==> src/rtl/alu_cmd_sequencer.sv <==
// ============================================================================
// Module      : alu_cmd_sequencer
// Description : Parses UART command frames, drives the ALU and streams the
//               16-bit result back to the UART transmitter as two bytes.
// Revision    : 1.0 - initial release
// ============================================================================
`default_nettype none

module alu_cmd_sequencer #(
   parameter int          DATA_WIDTH  = 8,
   parameter int          FUN_WIDTH   = 4,
   parameter int          OUT_WIDTH   = 16,
   parameter logic [7:0]  OP_FULL     = 8'hCC,
   parameter logic [7:0]  OP_REUSE    = 8'hDD,
   parameter int          RES_TIMEOUT = 4
) (
   input  logic                  clk,
   input  logic                  rst,
   input  logic [DATA_WIDTH-1:0] rx_data,
   input  logic                  rx_valid,
   output logic [DATA_WIDTH-1:0] alu_a,
   output logic [DATA_WIDTH-1:0] alu_b,
   output logic [FUN_WIDTH-1:0]  alu_fun,
   output logic                  alu_en,
   input  logic [OUT_WIDTH-1:0]  alu_out,
   input  logic                  alu_out_vld,
   output logic [DATA_WIDTH-1:0] tx_data,
   output logic                  tx_valid,
   input  logic                  tx_ready,
   output logic                  busy,
   output logic                  frame_err,
   output logic                  overrun
);

   localparam int CNT_W = $clog2(RES_TIMEOUT + 1);

   typedef enum logic [2:0] {
      IDLE     = 3'd0,
      GET_A    = 3'd1,
      GET_B    = 3'd2,
      GET_FUN  = 3'd3,
      EXEC     = 3'd4,
      WAIT_RES = 3'd5,
      SEND_LO  = 3'd6,
      SEND_HI  = 3'd7
   } state_t;

   state_t                 state_q, state_d;
   logic [DATA_WIDTH-1:0]  a_q, a_d;
   logic [DATA_WIDTH-1:0]  b_q, b_d;
   logic [FUN_WIDTH-1:0]   fun_q, fun_d;
   logic [OUT_WIDTH-1:0]   result_q, result_d;
   logic [CNT_W-1:0]       cnt_q, cnt_d;
   logic                   alu_en_q, alu_en_d;
   logic [DATA_WIDTH-1:0]  tx_data_q, tx_data_d;
   logic                   tx_valid_q, tx_valid_d;
   logic                   busy_q, busy_d;
   logic                   frame_err_q, frame_err_d;
   logic                   overrun_q, overrun_d;

   always_comb begin
      state_d     = state_q;
      a_d         = a_q;
      b_d         = b_q;
      fun_d       = fun_q;
      result_d    = result_q;
      cnt_d       = cnt_q;
      alu_en_d    = 1'b0;
      tx_data_d   = tx_data_q;
      tx_valid_d  = tx_valid_q;
      frame_err_d = 1'b0;
      overrun_d   = 1'b0;

      case (state_q)
         IDLE: begin
            if (rx_valid) begin
               if (rx_data == OP_FULL) begin
                  state_d = GET_A;
               end else if (rx_data == OP_REUSE) begin
                  state_d = GET_FUN;
               end else begin
                  frame_err_d = 1'b1;
               end
            end
         end
         GET_A: begin
            if (rx_valid) begin
               a_d     = rx_data;
               state_d = GET_B;
            end
         end
         GET_B: begin
            if (rx_valid) begin
               b_d     = rx_data;
               state_d = GET_FUN;
            end
         end
         GET_FUN: begin
            if (rx_valid) begin
               fun_d    = rx_data[FUN_WIDTH-1:0];
               alu_en_d = 1'b1;
               state_d  = EXEC;
            end
         end
         EXEC: begin
            overrun_d = rx_valid;
            cnt_d     = '0;
            state_d   = WAIT_RES;
         end
         WAIT_RES: begin
            overrun_d = rx_valid;
            if (alu_out_vld) begin
               result_d   = alu_out;
               tx_data_d  = alu_out[DATA_WIDTH-1:0];
               tx_valid_d = 1'b1;
               state_d    = SEND_LO;
            end else begin
               cnt_d = cnt_q + 1'b1;
               if (cnt_d == CNT_W'(RES_TIMEOUT)) begin
                  frame_err_d = 1'b1;
                  state_d     = IDLE;
               end
            end
         end
         SEND_LO: begin
            overrun_d = rx_valid;
            if (tx_ready) begin
               tx_data_d = result_q[OUT_WIDTH-1:DATA_WIDTH];
               state_d   = SEND_HI;
            end
         end
         SEND_HI: begin
            // A byte arriving alongside the final acceptance is still dropped.
            overrun_d = rx_valid;
            if (tx_ready) begin
               tx_data_d  = '0;
               tx_valid_d = 1'b0;
               state_d    = IDLE;
            end
         end
         default: begin
            state_d = IDLE;
         end
      endcase

      busy_d = (state_d != IDLE);
   end

   always_ff @(posedge clk or negedge rst) begin
      if (!rst) begin
         state_q     <= IDLE;
         a_q         <= '0;
         b_q         <= '0;
         fun_q       <= '0;
         result_q    <= '0;
         cnt_q       <= '0;
         alu_en_q    <= 1'b0;
         tx_data_q   <= '0;
         tx_valid_q  <= 1'b0;
         busy_q      <= 1'b0;
         frame_err_q <= 1'b0;
         overrun_q   <= 1'b0;
      end else begin
         state_q     <= state_d;
         a_q         <= a_d;
         b_q         <= b_d;
         fun_q       <= fun_d;
         result_q    <= result_d;
         cnt_q       <= cnt_d;
         alu_en_q    <= alu_en_d;
         tx_data_q   <= tx_data_d;
         tx_valid_q  <= tx_valid_d;
         busy_q      <= busy_d;
         frame_err_q <= frame_err_d;
         overrun_q   <= overrun_d;
      end
   end

   assign alu_a     = a_q;
   assign alu_b     = b_q;
   assign alu_fun   = fun_q;
   assign alu_en    = alu_en_q;
   assign tx_data   = tx_data_q;
   assign tx_valid  = tx_valid_q;
   assign busy      = busy_q;
   assign frame_err = frame_err_q;
   assign overrun   = overrun_q;

endmodule

`default_nettype wire
==> config.mk <==
export PLATFORM = sky130hd
export DESIGN_NAME = alu_cmd_sequencer
export DESIGN_NICKNAME = d
export VERILOG_FILES = /design/src/rtl/alu_cmd_sequencer.sv
export SDC_FILE = /design/constraint.sdc
export NUM_CORES = 1
export LEC_CHECK = 0
export CAP_MARGIN = 5
export CORE_AREA = 5 5 84 86
export DETAILED_ROUTE_END_ITERATION = 6
export DIE_AREA = 0 0 89 91
export SETUP_SLACK_MARGIN = 0.02
export SYNTH_ARGS = -nofsm -noshare
export SYNTH_HDL_FRONTEND = slang
export SYNTH_SLANG_ARGS = --single-unit
==> constraint.sdc <==
create_clock -name clk -period 4.1 [get_ports clk]
set_input_delay 1.025 -clock clk [delete_from_list [all_inputs] [get_ports clk]]
set_output_delay 1.025 -clock clk [all_outputs]
set_load 0.01 [all_outputs]
### Word level (Yosys, flattened, before mapping)

Cells that the tools add are included.

* add/sub/neg operators: 1
* $mul: 0
* div/mod/pow operators: 0
* $lt $le $gt $ge: 0
* equal/unequal tests: 14
* shift-type cells: 0
* muxes and demuxes: 29
* bitwise operators: 0
* reduce and logical (&&, ||, !) cells: 13

Operator list (count)
* 2-to-1 mux 3 bit: 11
* 2-to-1 mux 8 bit: 3
* one-hot mux 3 bit (8 select lines): 1
* one-hot mux 8 bit (3 select lines): 1
* == test 8 bit, second input constant: 2
* == test 3 bit, second input constant: 5
* 2-to-1 mux 1 bit: 10
* AND reduction 2 bit: 5
* != test 2 bit, second input constant: 4
* == test 3 x 2 -> 1 bit, second input constant: 2
* one-hot mux 3 bit (2 select lines): 1
* nonzero test 3 bit: 2
* one-hot mux 1 bit (2 select lines): 2
* AND reduction 4 bit: 1
* nonzero test 2 bit: 2
* OR reduction 4 bit: 1
* adder 3 x 1 -> 3 bit, second input constant: 1
* == test 3 x 1 -> 1 bit, second input constant: 1
* logical NOT 3 bit: 1
* AND reduction 3 bit: 1

* register bits: 55
* latch bits: 0
* bits in writable memories: 0
* bits in read-only memories: 0
* bits of input ports: 29
* output and inout port bits: 33
* logic and storage cells: 69
* memories kept: 0

### Longest topological paths before layout

Gate-level depths: netlist of run 1.

* depth after elaboration: 6
* gate-level depth with buffers: 6
* mapped depth without buffers: 5

### Least setup slack after synthesis of run 1

No wires, ideal clock.

* path kind: input port to flip-flop
* from: in alu_out_vld
* to: reg busy_q, in the netlist busy
* library setup time: 131 ps
* arrival time: 1982 ps
* data required time: 3969 ps
* path slack: 1987 ps
* stages: 5
* path buffers: 1
* cell sequence: clkbuf_1 -> and4bb_1 -> o21ai_2 -> o221ai_2 -> or3_1

* word-level cells in the longest chain between the ends: 3

RTL lines
* start, declared: RTL line 26 `input logic alu_out_vld,`
* 2-to-1 mux 3 bit: RTL line 112 `if (alu_out_vld) begin`
* one-hot mux 3 bit (8 select lines): RTL line 74 `case (state_q)`
* named net state_d[0]: RTL line 48 `state_t state_q, state_d;`
* nonzero test 3 bit: RTL line 146 `busy_d = (state_d != IDLE);`
* named net busy_d: RTL line 57 `logic busy_q, busy_d;`
* end signal, assigned: RTL line 173 `busy_q <= busy_d;`
* end, declared: RTL line 57

The timed path passes the listed nets, and every way through them passes these cells.
A chain may end at the register's enable or synchronous reset.

### Final worst setup path of run 1

* from: in rx_data[6]
* to: reg busy_q, in the netlist busy

* word-level cells in the longest chain between the ends: 6
* elaborated cells on any way between the ends: 7
* those cells by class: eq/ne: 2; mux: 4; reduce/logical: 1

RTL lines
* start, declared: RTL line 19 `input logic [DATA_WIDTH-1:0] rx_data,`
* == test 8 bit: RTL line 79 `end else if (rx_data == OP_REUSE) begin`
* 2-to-1 mux 3 bit: RTL line 79
* 2-to-1 mux 3 bit (*): RTL line 77 `if (rx_data == OP_FULL) begin`
* 2-to-1 mux 3 bit (*): RTL line 76 `if (rx_valid) begin`
* one-hot mux 3 bit (8 select lines) (*): RTL line 74
* named net state_d[0]: RTL line 48
* nonzero test 3 bit (*): RTL line 146
* named net busy_d: RTL line 57

The timed path passes the listed nets; every way through them passes the cells marked *.

==> results of run 1 <==
## layout by cell type, fill, tap and decap left out, drive strengths merged
master,Yosys,layout
a21oi,11,11
a221oi,1,1
a22o,1,1
a22oi,1,1
a31oi,1,1
and2,2,2
and3,1,1
and3b,1,1
and4bb,1,1
buf,5,1
clkbuf,3,5
clkdlybuf4s50,0,60
clkinv,0,1
clkinvlp,0,2
dfrtp,47,47
ha,2,2
inv,3,3
mux2,29,29
nand2,19,19
nand2b,4,4
nand3,3,3
nand4,1,1
nor2,2,2
nor2b,2,2
nor3,3,3
nor3b,8,8
nor4b,1,1
nor4bb,1,1
o2111ai,1,1
o21ai,15,15
o21bai,1,1
o221a,1,1
o221ai,1,1
o311ai,1,1
or3,1,1
xnor2,2,2
## power by group through the flow
stage	clock network (mW)	logic [mW]	registers, mW
3_5_place_dp	0	0.895	0.847
5_1_grt	0.308	0.983	0.873
3_3_place_gp	0	0.887	0.841
4_1_cts	0.288	0.899	0.839
2_1_floorplan	0	0.493	0.846
6_report	0.276	0.885	0.837
## cell type report
type                    instances  area, um2  area share, %
flip-flops and latches         47       1180           40.9
multi-input cells             118        895           31.1
repair buffers                 61        606           21.1
well taps                      77       96.3           3.35
clock buffers                   5       68.8           2.40
clock inverters                 3       20.0          0.697
inverters                       3       11.3          0.392
## Yosys cell counts, drive strengths merged
library cell / count
dfrtp: 47
mux2: 29
nand2: 19
o21ai: 15
a21oi: 11
nor3b: 8
buf: 5
nand2b: 4
clkbuf: 3
inv: 3
nand3: 3
nor3: 3
and2: 2
ha: 2
nor2: 2
nor2b: 2
xnor2: 2
a221oi: 1
a22o: 1
a22oi: 1
a31oi: 1
and3: 1
and3b: 1
and4bb: 1
nand4: 1
nor4b: 1
nor4bb: 1
o2111ai: 1
o21bai: 1
o221a: 1
o221ai: 1
o311ai: 1
or3: 1
## cells by family after synthesis
logic type               Yosys count
AO/OA/AOI/OAI                     35
AND/OR/NAND/NOR                   50
flip-flops                        47
buffers and inverters             11
XOR/XNOR                           2
multiplexers                      29
adder cells (fa/ha/maj)            2
## metal layers
layer | vias to the layer above | GRT usage (%) | part of all wire (%)
li1 | 749 | - | -
met1 | 719 | 15.8 | 44
met2 | 43 | 19.0 | 44
met3 | 5 | 5.43 | 10
met4 | 0 | 2.61 | 0.90
met5 | - | 0 | 0
## metrics by stage
step,std cells,area [um2],hold slack (ns),setup slack [ns]
6_report,314,2870,0.479,1.69
5_1_grt,314,2870,0.517,1.61
4_1_cts,314,2870,0.491,1.68
3_5_place_dp,306,2780,0.471,1.37
3_3_place_gp,306,2780,0.464,1.39
2_1_floorplan,176,2120,0.471,1.99
## tightest hold or removal path, stage by stage (launching register included)
cell and delay [ns]:
dfrtp_1 0.35, nand2_1 0.04, o21ai_0 0.06
## flip-flops by register name (all words and copies together) (netlist names), 3 cells and up
name      flops
alu_fun       4
tx_data       8
state_q       3
alu_b         8
cnt_q         3
result_q      8
alu_a         8
## how the worst max path moves through the flow
stage,startpoint,to,slack [ns],cells past startpoint
2_1_floorplan,alu_out_vld,busy$_DFF_PN0_,1.99,5
3_3_place_gp,rx_valid,alu_a[6]$_DFFE_PN0P_,1.39,4
3_5_place_dp,rx_data[6],busy$_DFF_PN0_,1.37,5
4_1_cts,rx_data[6],busy$_DFF_PN0_,1.68,5
5_1_grt,alu_out_vld,tx_data[7]$_DFFE_PN0P_,1.61,4
6_report,rx_data[6],busy$_DFF_PN0_,1.69,5
==> results_dict.tcl, run 1 <==
set metrics [dict create \
    status "completed" \
    coreArea_um2 6200 \
    crit_path_top_delay_cell "nor4bb_1" \
    htree_levels 2 \
    crit_type "primary input to register" \
    grt_usage_pct 12.2 \
    syn_avg_cell_area_um2 12.0 \
    area_delta_synth_final_pct 35.5 \
    finalCriticalPeriod_ns 2.41 \
    netlist.area_leader.share_pct 55.5 \
    skew_ns 0.00598 \
    cpLargestDelayFamily "simple AND/OR/NAND/NOR gates" \
    io_pins 62 \
    nFillCells 599 \
    synthAdderAreaFrac_pct 1.18 \
    synthCells 176 \
    irDropWorstVdd_uv 353 \
    drc 0 \
    worstPathRequired_ns 4.34 \
    max_cap_violations 0 \
    p_switching_uw 699 \
    drtIter0Drc 51 \
    initial_core_util_pct 34.2 \
    hold_viol 0 \
    numCtsBuffers 5 \
    die_area_um2 8100 \
    io_buffer_count 61 \
    vias_per_cell 4.83 \
    wl_um 4670 \
    num_antenna_cells 0 \
    wl_per_cell_um 14.9 \
    synth_mux_area_share_pct 15.4 \
    die_x_um 89 \
    antenna_found_initial 0 \
    via_count 1516 \
    globalplace.congestion 0.748 \
    cts_setup_buffers 0 \
    ctsHoldBuffers 0 \
    hold_depth 2 \
    worstPathMaxFanout 3 \
    final_antenna_net_count 0 \
    pwr-share-seq_pct 41.9 \
    tightest_slew_ns 1.05 \
    power_mw 2.00 \
    fmax_mhz 415 \
    crit_chain "clkdlybuf4s50_1 -> nor4bb_1 -> nand3_1 -> o221ai_2 -> or3_1" \
    syn-cell-area_um2 2120 \
    hold_path.class "register to register" \
    synth.distinct_cells 37 \
    cp-start-kind "primary input" \
    fin_crit_sh_pct 58.8 \
    cts_resized 0 \
    internal_power_mw 1.30 \
    crit_buf_inv 1 \
    synth_area_leaders "dfrtp_1 55%, mux2_2 15%, nand2_1 3.2%" \
    critPathCaptureType "register" \
    maxSlewHeadroom_pct 30.3 \
    pwr-share-comb_pct 44.3 \
    r2r-start "state_q[2]$_DFF_PN0_" \
    grt_max_degree 48 \
    r2r_cells 4 \
    cts_tree "done" \
    nNetsFinal 267 \
    root_buffer "clkbuf_8" \
    clockPowerShare_pct 13.8 \
    fin_util_pct 46.3 \
    rr_endpoint "busy$_DFF_PN0_" \
    slew_viol_final 0 \
    arrival_ns 2.65 \
    seq_area_frac_synth_pct 55.5 \
    rsz0062_at_grt "false" \
    yosys_warnings 0 \
    clockBufferDepth 2 \
    dp_hpwl_um 3340 \
    clkLatencyLatePin_ns 0.29 \
    die_y_um 91 \
    drive_gt1_share_pct 19.4 \
    grt_pass1_vias 1663 \
    slowest_delay_ns 0.52 \
    grt_pass1_wl_um 7920 \
    synth-compound-area-share_pct 11.0 \
    clock-sinks 47 \
    synth_fp_nets 207 \
    synth_xor_area_share_pct 0.826 \
    hp-start "tx_data[2]$_DFFE_PN0P_" \
    r2r_slack_ns 2.08 \
    grt_overflow 0 \
    min_to "tx_data[2]$_DFFE_PN0P_" \
    dr.pass1.iters 4 \
    synth_top_family_by_area "multiplexers" \
    placementRows 29 \
    power_leakage_nw 1.17 \
    synthSimpleGateAreaFrac_pct 13.7 \
    swShare_pct 35.0 \
    clkSlewWorstSetupHoldPaths_ns 0.09 \
    tns_ns 0 \
    power_density_nw_per_um2 695 \
    ys_seq_elements 47 \
    yosysTopAreaCell "dfrtp_1" \
    setup_violations 0 \
]
No activity file was read; power rests on OpenSTA's default activity.
==> inputs of run 2 (changes only) <==
==> constraint.sdc (replaced) <==
create_clock -name clk -period 2.4 [get_ports clk]
set_input_delay 0.6 -clock clk [delete_from_list [all_inputs] [get_ports clk]]
set_output_delay 0.6 -clock clk [all_outputs]
set_load 0.01 [all_outputs]
==> results_dict.tcl, run 2 (same netlist as run 1, synthesis figures left out) <==
set metrics [dict create \
    status "completed" \
    mostFrequentLayoutCells "60 x clkdlybuf4s50_1, 47 x dfrtp_1, 29 x mux2_2" \
    antenna_found_initial 0 \
    drive_gt1_share_pct 22.0 \
    swShare_pct 32.7 \
    die_y_um 91 \
    maxSlewHeadroom_pct 63.3 \
    die_area_um2 8100 \
    wl_per_cell_um 14.6 \
    drc 0 \
    final_antenna_net_count 0 \
    grt_pass1_vias 1621 \
    hold_viol 0 \
    fin_crit_sh_pct 80.5 \
    dr.pass1.iters 6 \
    io_pins 62 \
    internal_power_mw 2.47 \
    wl_um 4730 \
    power_density_nw_per_um2 1230 \
    globalplace.congestion 0.732 \
    htree_levels 2 \
    pwr-share-seq_pct 38.5 \
    power_leakage_nw 1.24 \
    cts_resized 0 \
    finalCriticalPeriod_ns 1.93 \
    arrival_ns 2.11 \
    tightest_slew_ns 0.551 \
    r2r_cells 4 \
    final_area_um2 2980 \
    placed_area_um2 2850 \
    grt_overflow 0 \
    pwr-share-comb_pct 43.2 \
    clock-sinks 47 \
    critPathCaptureType "register" \
    clockBufferDepth 2 \
    fin_cells 323 \
    cts_setup_buffers 0 \
    worstPathRequired_ns 2.58 \
    dp_cells 315 \
    root_buffer "clkbuf_8" \
    drtIter0Drc 47 \
    crit_type "primary input to register" \
    num_antenna_cells 0 \
    worst_slack_ns 0.469 \
    slew_viol_final 0 \
    max_cap_violations 0 \
    hold_path.class "primary input to asynchronous set/reset pin" \
    cts_tree "done" \
    fin_util_pct 48.1 \
    fmax_mhz 518 \
    initial_core_util_pct 34.2 \
    cp-start-kind "primary input" \
    r2r-start "state_q[2]$_DFF_PN0_" \
    dp_hpwl_um 3460 \
    irDropWorstVdd_uv 590 \
    via_count 1546 \
    p_switching_mw 1.20 \
    grt_usage_pct 12.5 \
    rr_endpoint "busy$_DFF_PN0_" \
    skew_ns 0.00444 \
    setup_violations 0 \
    worstPathMaxFanout 8 \
    layout_commonest_cell "clkdlybuf4s50_1" \
    clkLatencyLatePin_ns 0.29 \
    rsz0062_at_grt "false" \
    coreArea_um2 6200 \
    nNetsFinal 276 \
    ctsHoldBuffers 0 \
    vias_per_cell 4.79 \
    placementRows 29 \
    numCtsBuffers 5 \
    r2r_slack_ns 0.60 \
    pre_cts_slack_ns 0.153 \
    grt_pass1_wl_um 8000 \
    clkSlewWorstSetupHoldPaths_ns 0.09 \
    grt_max_degree 26 \
    tns_ns 0 \
    io_buffer_count 61 \
    die_x_um 89 \
    area_delta_synth_final_pct 40.7 \
    clockPowerShare_pct 18.3 \
]
## run 2: cell types whose count changed in the layout (fill, tap and decap cells not counted)
cell        delta
buf_4          +9
clkinv_2       -1
bufinv_16      +2
clkbuf_1       +1
clkinvlp_4     -2
## run 2: layout make-up
type                    instances  area, um2
inverters                       3       11.3
fillers                       588       3220
clock inverters                 2       60.1
clock buffers                   6       72.6
repair buffers                 70        673
flip-flops and latches         47       1180
multi-input cells             118        895
well taps                      77       96.3
## run 2: worst max-delay path, cell delays in order
cell and delay, ns:
clkdlybuf4s50_1 0.62, nand2b_1 0.15, nor3_4 0.35, mux2_2 0.38
## run 2: per-layer routing
metal / vias to the layer above / share of wire [%] / global-route usage [%]
met1: 734 / 46 / 17.3
met4: 0 / 1.2 / 4.22
li1: 765 / - / -
met3: 4 / 8.8 / 4.43
met2: 43 / 44 / 18.0
met5: - / 0 / 0
## run 2: power groups by stage
stage	Clock, mW	Combinational, mW	Sequential [mW]
3_5_place_dp	0	1.61	1.42
4_1_cts	0.694	1.62	1.41
2_1_floorplan	0	0.842	1.45
6_report	0.670	1.58	1.41
5_1_grt	0.738	1.76	1.47
3_3_place_gp	0	1.59	1.42
## run 2: stage by stage
stage / hold WS [ns] / power (mW)
2_1_floorplan: 0.304 / 2.29
3_3_place_gp: 0.460 / 3.01
3_5_place_dp: 0.470 / 3.03
4_1_cts: 0.299 / 3.72
5_1_grt: 0.313 / 3.97
6_report: 0.285 / 3.67
## run 2: how the worst max path moves through the flow
stage,to,startpoint,slack (ns)
floorplan,busy$_DFF_PN0_,alu_out_vld,0.71
global route,busy$_DFF_PN0_,rx_valid,0.42
detailed placement,alu_a[0]$_DFFE_PN0P_,rx_valid,0.15
finish,alu_a[0]$_DFFE_PN0P_,rx_valid,0.47
global placement,alu_a[7]$_DFFE_PN0P_,rx_valid,0.17
CTS,alu_a[0]$_DFFE_PN0P_,rx_valid,0.48
==> inputs of run 3 (changes only) <==
==> constraint.sdc (replaced) <==
create_clock -name clk -period 1.86 [get_ports clk]
set_input_delay 0.465 -clock clk [delete_from_list [all_inputs] [get_ports clk]]
set_output_delay 0.465 -clock clk [all_outputs]
set_load 0.01 [all_outputs]
==> results_dict.tcl, run 3 (same netlist as run 1, synthesis figures left out) <==
set metrics [dict create \
    m1WireLength_um 2200 \
    dp_hpwl_um 3590 \
    die_x_um 89 \
    cts_tree "done" \
    highest_layer "met4" \
    worstPathMaxFanout 4 \
    io_buffer_count 61 \
    maxSlewHeadroom_pct 74.2 \
    coreArea_um2 6200 \
    grt_pass1_vias 1709 \
    clock-sinks 47 \
    cp-start-kind "register" \
    critPathCaptureType "register" \
    setup_violations 0 \
    tightest_slew_ns 0.381 \
    irDropWorstVdd_uv 713 \
    num_antenna_cells 0 \
    dr.pass1.iters 4 \
    arrival_ns 1.93 \
    grt_overflow 0 \
    antenna_found_initial 0 \
    hold_path.class "register to register" \
    root_buffer "clkbuf_8" \
    skew_ns 0.00762 \
    tns_ns 0 \
    fmax_mhz 572 \
    vias_per_cell 4.78 \
    mostFrequentLayoutCells "60 x clkdlybuf4s50_1, 47 x dfrtp_1, 29 x mux2_2" \
    globalplace.congestion 0.769 \
    max_cap_violations 0 \
    drtIter0Drc 30 \
    clkLatencyLatePin_ns 0.30 \
    layout_commonest_cell "clkdlybuf4s50_1" \
    area_delta_synth_final_pct 48.3 \
    placementRows 29 \
    slew_viol_final 0 \
    via_count 1614 \
    met3WireLength_um 381 \
    wl_um 4860 \
    drc 0 \
    grt_max_degree 43 \
    final_antenna_net_count 0 \
    grt_usage_pct 12.6 \
    status "completed" \
    die_y_um 91 \
    clkSlewWorstSetupHoldPaths_ns 0.09 \
    initial_core_util_pct 34.2 \
    power_mw 4.81 \
    fin_crit_sh_pct 94.0 \
    numCtsBuffers 5 \
    io_pins 62 \
    finalCriticalPeriod_ns 1.75 \
    dr_wl_met2_um 2230 \
    power_density_nw_per_um2 1530 \
    nNetsFinal 291 \
    worstPathRequired_ns 2.04 \
    hold_viol 0 \
    crit_type "register to register" \
    grt_pass1_wl_um 8010 \
    rsz0062_at_grt "true" \
    clockBufferDepth 2 \
    timing.hold.ws_ns 0.482 \
    drive_gt1_share_pct 27.6 \
    wl_per_cell_um 14.4 \
    die_area_um2 8100 \
    power_leakage_nw 1.32 \
    htree_levels 2 \
]
run 3: path summary, 6_finish.rpt:
check                                        from                     end  slack, ns  depth (start not counted)
setup / recovery             cnt_q[1]$_DFFE_PN0P_          busy$_DFF_PN0_       0.11                          5
hold / removal             tx_data[2]$_DFFE_PN0P_  tx_data[2]$_DFFE_PN0P_       0.48                          2
setup reg to reg             cnt_q[1]$_DFFE_PN0P_          busy$_DFF_PN0_       0.11                          5
hold reg to reg            tx_data[2]$_DFFE_PN0P_  tx_data[2]$_DFFE_PN0P_       0.48                          2
max in group asynchronous                     rst    tx_valid$_DFFE_PN0P_       0.89                          3
min in group asynchronous                     rst    alu_b[3]$_DFFE_PN0P_       0.51                          2
run 3: per-stage QoR:
stage          util, %  std cells  setup slack, ns  cell area [um2]
2_1_floorplan        -        176            0.248             2120
3_3_place_gp      48.0        327           -0.189             2980
3_5_place_dp      48.0        327           -0.202             2980
4_1_cts           50.1        336           0.0891             3110
5_1_grt           50.7        338           0.0135             3140
6_report          50.7        338            0.111             3140
run 3: what timing repair did:
item	CTS	global route
gates resized for setup	0	4
buffers inserted	0	2
hold buffers	1	0
endpoints found under the setup margin	0	3
endpoints found under the hold margin	5	0
run 3: final cells by class:
type,instances,area (um2)
Fill cell,578,3060
Clock buffer,5,68.8
Inverter,3,11.3
Multi-Input combinational cell,118,918
Tap cell,77,96.3
Timing Repair Buffer,85,826
Sequential cell,47,1180
Clock inverter,3,47.5
run 3: power by group:
group / leakage (nW) / total [mW] / switching (mW) / internal, mW
clock network: 0.0587 / 0.765 / 0.357 / 0.408
registers: 0.576 / 1.80 / 0.314 / 1.48
logic: 0.688 / 2.25 / 0.939 / 1.31
run 3: metal layers:
layer	track usage, %	vias to the layer above
li1	-	797
met1	17.1	767
met2	19.0	44
met3	3.62	6
met4	4.47	0
met5	0	-
run 3: worst max-delay path, stage by stage, from the launching register on:
cell and delay, ns:
dfrtp_1 0.42, ha_2 0.22, xnor2_2 0.16, o311ai_2 0.28, o2111ai_2 0.17, or3_1 0.37
